<file path="src/rtl/pipe_ctrl_pkg.sv">
// Shared encodings for the pipeline sequencing controller: FSM states,
// forward-select codes and the hard-wired zero register.
package pipe_ctrl_pkg;

   typedef enum logic {
      RUN     = 1'b0,
      MD_WAIT = 1'b1
   } state_t;

   localparam logic [1:0] FWD_RF    = 2'b00;
   localparam logic [1:0] FWD_EXMEM = 2'b10;
   localparam logic [1:0] FWD_MEMWB = 2'b01;

   localparam logic [4:0] REG_ZERO = 5'd0;

   // Youngest producer wins; register 0 is never a real producer.
   function automatic logic [1:0] fwd_sel(
      input logic [4:0] src,
      input logic [4:0] mem_rd,
      input logic       mem_regwr,
      input logic [4:0] wb_rd,
      input logic       wb_regwr
   );
      if (mem_regwr && mem_rd != REG_ZERO && mem_rd == src)
         return FWD_EXMEM;
      else if (wb_regwr && wb_rd != REG_ZERO && wb_rd == src)
         return FWD_MEMWB;
      else
         return FWD_RF;
   endfunction

endpackage

</file>
<file path="src/rtl/hazard_ctrl_forward_unit.sv">
// Combinational EX operand forwarding selects; operand A from ex_rs,
// operand B from ex_rt, each resolved independently.
module forward_unit
   import pipe_ctrl_pkg::*;
(
   input  logic [4:0] ex_rs,
   input  logic [4:0] ex_rt,
   input  logic [4:0] mem_rd,
   input  logic       mem_regwr,
   input  logic [4:0] wb_rd,
   input  logic       wb_regwr,
   output logic [1:0] fwd_a,
   output logic [1:0] fwd_b
);

   localparam int NUM_SRC = 2;

   logic [NUM_SRC-1:0][4:0] src;
   logic [NUM_SRC-1:0][1:0] sel;

   assign src = {ex_rt, ex_rs};

   for (genvar g = 0; g < NUM_SRC; g++) begin : g_src
      assign sel[g] = fwd_sel(src[g], mem_rd, mem_regwr, wb_rd, wb_regwr);
   end

   assign fwd_a = sel[0];
   assign fwd_b = sel[1];

endmodule

</file>
<file path="src/rtl/hazard_ctrl.sv">
// Pipeline sequencing controller: branch flush, load-use stall, mult/div
// freeze and EX forwarding. HAZARD_PERF_CNT_EN adds the stall_cycles counter.
module hazard_ctrl
   import pipe_ctrl_pkg::*;
#(
   parameter int unsigned MD_CYCLES = 32
) (
   input  logic        clk,
   input  logic        rst,
   input  logic [4:0]  id_rs,
   input  logic [4:0]  id_rt,
   input  logic        id_use_rs,
   input  logic        id_use_rt,
   input  logic [4:0]  ex_rs,
   input  logic [4:0]  ex_rt,
   input  logic [4:0]  ex_rd,
   input  logic        ex_mem2reg,
   input  logic        ex_regwr,
   input  logic        ex_branch_taken,
   input  logic        ex_md_start,
   input  logic [4:0]  mem_rd,
   input  logic [4:0]  wb_rd,
   input  logic        mem_regwr,
   input  logic        wb_regwr,
   output logic        pc_en,
   output logic        ifid_en,
   output logic        ifid_flush,
   output logic        idex_en,
   output logic        idex_bubble,
   output logic        md_busy,
   output logic [1:0]  fwd_a,
   output logic [1:0]  fwd_b
`ifdef HAZARD_PERF_CNT_EN
   ,
   output logic [31:0] stall_cycles
`endif
);

   localparam logic [7:0] MD_LOAD = 8'(MD_CYCLES - 2);

   state_t     state, state_n;
   logic [7:0] md_cnt, md_cnt_n;
   logic       load_use;

   assign load_use = ex_mem2reg && ex_regwr && ex_rd != REG_ZERO &&
                     ((id_use_rs && id_rs == ex_rd) || (id_use_rt && id_rt == ex_rd));

   always_ff @(posedge clk or posedge rst) begin
      if (rst) begin
         state  <= RUN;
         md_cnt <= 8'd0;
      end else begin
         state  <= state_n;
         md_cnt <= md_cnt_n;
      end
   end

   always_comb begin
      state_n     = state;
      md_cnt_n    = md_cnt;
      pc_en       = 1'b0;
      ifid_en     = 1'b0;
      ifid_flush  = 1'b0;
      idex_en     = 1'b0;
      idex_bubble = 1'b0;
      md_busy     = 1'b0;
      // Everything held low while rst is high, regardless of inputs.
      if (!rst) begin
         case (state)
            RUN: begin
               if (ex_branch_taken) begin
                  pc_en       = 1'b1;
                  ifid_en     = 1'b1;
                  ifid_flush  = 1'b1;
                  idex_en     = 1'b1;
                  idex_bubble = 1'b1;
               end else if (load_use) begin
                  idex_en     = 1'b1;
                  idex_bubble = 1'b1;
               end else begin
                  pc_en   = 1'b1;
                  ifid_en = 1'b1;
                  idex_en = 1'b1;
               end
               if (ex_md_start) begin
                  state_n  = MD_WAIT;
                  md_cnt_n = MD_LOAD;
               end
            end
            MD_WAIT: begin
               md_busy = 1'b1;
               if (md_cnt == 8'd0) state_n = RUN;
               else                md_cnt_n = md_cnt - 8'd1;
            end
            default: state_n = RUN;
         endcase
      end
   end

   forward_unit u_fwd (
      .ex_rs     (ex_rs),
      .ex_rt     (ex_rt),
      .mem_rd    (mem_rd),
      .mem_regwr (mem_regwr),
      .wb_rd     (wb_rd),
      .wb_regwr  (wb_regwr),
      .fwd_a     (fwd_a),
      .fwd_b     (fwd_b)
   );

`ifdef HAZARD_PERF_CNT_EN
   always_ff @(posedge clk or posedge rst) begin
      if (rst)
         stall_cycles <= 32'd0;
      else if (!pc_en && stall_cycles != 32'hFFFF_FFFF)
         stall_cycles <= stall_cycles + 32'd1;
   end
`endif

endmodule

</file>
<file path="config.mk">
export PLATFORM = sky130hd
export DESIGN_NAME = hazard_ctrl
export DESIGN_NICKNAME = d
export VERILOG_FILES = /design/src/rtl/pipe_ctrl_pkg.sv /design/src/rtl/hazard_ctrl_forward_unit.sv /design/src/rtl/hazard_ctrl.sv
export SDC_FILE = /design/constraint.sdc
export NUM_CORES = 1
export LEC_CHECK = 0
export ABC_AREA = 1
export BUFFER_PORTS_ARGS = -buffer_cell sky130_fd_sc_hd__buf_2
export CORE_MARGIN = 5
export CORE_UTILIZATION = 50
export DETAILED_ROUTE_END_ITERATION = 7
export GPL_TIMING_DRIVEN = 0
export PLACE_DENSITY = 0.88
export SYNTH_ARGS = -nofsm -noshare
export SYNTH_HDL_FRONTEND = slang
export SYNTH_SLANG_ARGS = --single-unit
</file>
<file path="constraint.sdc">
create_clock -name clk -period 3.9 [get_ports clk]
set_clock_uncertainty 0.05 [all_clocks]
set_input_delay 0.78 -clock clk [delete_from_list [all_inputs] [get_ports clk]]
set_output_delay 0.78 -clock clk [all_outputs]
set_load 0.03 [all_outputs]
</file>
==> results.md <==
* WL final at around 2700 um
* Placed Instances at 265
* Post-Syn Instances at 183
* Vert. Die Dim at approximately 58 um
* DR pass1 iterations at 4
* Critical Path AT at approximately 1.8 ns
* Worst Path Max Fanout at 4
* Critical Path Start Type: input pin
* FF+latch count, synth at 9
* Vias in the first global route at 1167
* Status: finished, final reports clean
* Worst Hold Margin at 0.444 ns
* Commonest non-fill, non-tap cell in the layout: nand2_1
* Setup TNS at 0 ns
* Ant diodes at 0
* Switching portion of total power at roughly 48%
* Post_cts resized at 0
* Cell family with most CP delay: simple AND/OR/NAND/NOR gates
* Synth cell types at 22
* Syn_nets at 230
* First-pass GRT wire length at 4560 um
* Final Util at between 60% and 70%
* Clk slew on worst S/H paths at 0.06 ns
* Worst-Margin Slew at between 0.3 and 0.4 ns
* Later-pin clock latency in the skew report at between 0.2 and 0.3 ns
* Hold endpoint: md_cnt[0]
* Total CTS buffers at 3
* Unrepaired setup endpoints after global routing: no
* Largest net degree at the start of global routing at 11
* TritonCTS clock tree: yes
* RD Place Congestion at between 0.8 and 0.9
* Clk sinks at 9
* Vias per std cell at around 4.7
* Hold Crit Depth at 2
* Worst-case clock buffer depth at 2
* Hold WC Path Type: reg -> reg
* Max cap viols at 0
* Pint at 346 uW
* Design Area, Final at roughly 0.0015 sq mm
* Nets at about 290
* Layout cells sized above 1 at a little under a third
* Via count at around 1300
* Fmax at 0.386 GHz
* Die Width at 57.9 um
* CP dominant cell by count: nand2_1
* Slew margin rel. at about three quarters
* CP Capture Type: primary output
* Mapped cell area at between 0.001 and 0.0015 sq mm
* Clock Power Share at between 10% and 20%
* FILL cells at approximately 220
* Placed Area at around 0.0015 sq mm
* Worst Path Required at around 3.1 ns
* Syn avg cell area at about 6.3 sq um
* Root Buffer: clkbuf_4
* PortBufs at 54
* Main synth FF type: dfrtp_1
* GRT Total Usage at between 10% and 20%
* Kind of critical path: in -> out
* Row cnt at 17
* Commonest cells after routing, fill and taps aside: nand2_1 (55), buf_2 (54), nor2_1 (26), inv_1 (25), xnor2_1 (17)
* Worst path max stage delay at around 0.16 ns
* Die ar. at approximately 0.0033 sq mm
* R2R setup slack at 2.34 ns
* Register area share after synthesis at around a fifth
* Final setup viols at 0
* Reg2reg end: state
* Max Slew Vio Count at 0
* Hold buffer count at CTS at 0
* WL per Instance at approximately 10 um
* H-tree levels at 1
* Hold Crit Start: md_cnt[0]
* Seq pwr share at 27.9%
* Post-route ant nets at 0
* Area of the core at between 0.002 and 0.0025 sq mm
* Post-synth ARST share at between 90% and 100%
* Ports at 55
* Initial Util at 52.3%
* Worst vdd ir at ~0.40 mV
* Crit path time final at between 2 and 3 ns
* Layout area overhead at 28.9%
* Postcts setup bufs at 0
* DR iter-0 viols at 38
* DP HPWL at 2370 um
* GRT overflow at 0
* Cell Pwr Density at about 450 mW/mm^2
* Total number of yosys warnings at 0
* Reg2Reg Depth at 7
* Part of the power in combinational logic at 61.2%
* Fin cells at 269
* WP buf/inv at 4
* Post-synth EDFFs at 0
* Leak Pwr at approximately 0.00087 uW
* Share of the clock period used by the worst path at ~66%
* R2r startpoint: md_cnt[0]
* Final hold viol count at 0
* DRC at 0
* Slowest-stage cell, CP: buf_2
* Antenna violations before repair at 0
* Worst-path cell chain: buf_2, inv_1, nand2_1, nand2_1, nor2_1, nand3_1, nand2_1, nand2_1, nand2_1, nand2_1, buf_4, buf_2
* NetSw at 320 uW
==> flip-flops by register name, indices dropped and copies added, names as in the netlist <==
name and cells:
md_cnt 8, state 1
==> worst min-delay path: stages (launching register included) <==
cell and delay [ns]:
dfrtp_1 0.36, nand2_2 0.06, o21ai_2 0.04
==> power by group through the flow <==
stage	clock network (uW)	logic, uW	registers [uW]
after CTS	73.8	411	185
after global placement	0	397	184
after global routing	80.7	464	191
after floorplan	0	319	177
after detailed placement	0	410	187
final	72.3	407	186
==> per-layer routing <==
| layer | GRT usage, % | routed length [um] |
|---|---|---|
| met2 | 30.6 | 1300 |
| met4 | 3.97 | 15 |
| met1 | 20.1 | 1170 |
| met5 | 0 | 0 |
| met3 | 2.45 | 202 |
==> layout make-up <==
class	count	area [sq um]	share of cell area [%]
clock buffer	4	26.3	1.78
sequential	9	225	15.2
inverter	27	101	6.86
multi-input combinational	145	792	53.6
tap	28	35.0	2.37
buffer	2	27.5	1.86
timing repair buffer	54	270	18.3
==> cells by family (layout without fill, tap and decap cells) <==
| kind of cell | count (synthesis) | after routing | share of synthesized area, % |
|---|---|---|---|
| AND/OR/NAND/NOR | 109 | 109 | 41.7 |
| adder cells (fa/ha/maj) | 2 | 2 | 2.18 |
| XOR/XNOR | 24 | 24 | 18.3 |
| buffers and inverters | 29 | 87 | 11.2 |
| AO/OA/AOI/OAI | 10 | 10 | 6.88 |
| flip-flops | 9 | 9 | 19.7 |
==> metrics by stage <==
stage / total power, uW / setup WS [ns]
floorplan: 496 / 0.992
global placement: 581 / 1.31
detailed placement: 596 / 1.31
CTS: 670 / 1.31
global route: 736 / 1.14
finish: 666 / 1.31
==> synthesized netlist by cell type, types with 2 or more instances <==
cell type	n	area, sq um
nand2_1	55	206
nor2_1	26	97.6
inv_1	25	93.8
xnor2_1	17	149
nand3_1	10	50.1
dfrtp_1	9	225
xor2_1	7	61.3
nand2_2	6	37.5
o21ai_2	5	43.8
nand4_1	3	18.8
nor2_2	3	18.8
nor3_1	3	15.0
o21ai_0	3	15.0
ha_1	2	25.0
inv_2	2	7.51
==> worst max-delay path by stage <==
stage                    end  slack, ns  cells past startpoint  startpoint
floorplan           fwd_a[0]       0.99                      4    ex_rs[1]
global placement       pc_en       1.31                     12    ex_rd[4]
detailed placement     pc_en       1.31                     12    ex_rd[3]
CTS                    pc_en       1.31                     12    ex_rd[3]
global route           pc_en       1.14                     12    ex_rd[0]
finish                 pc_en       1.31                     12    ex_rd[3]
(Power assumes the default switching activity.)
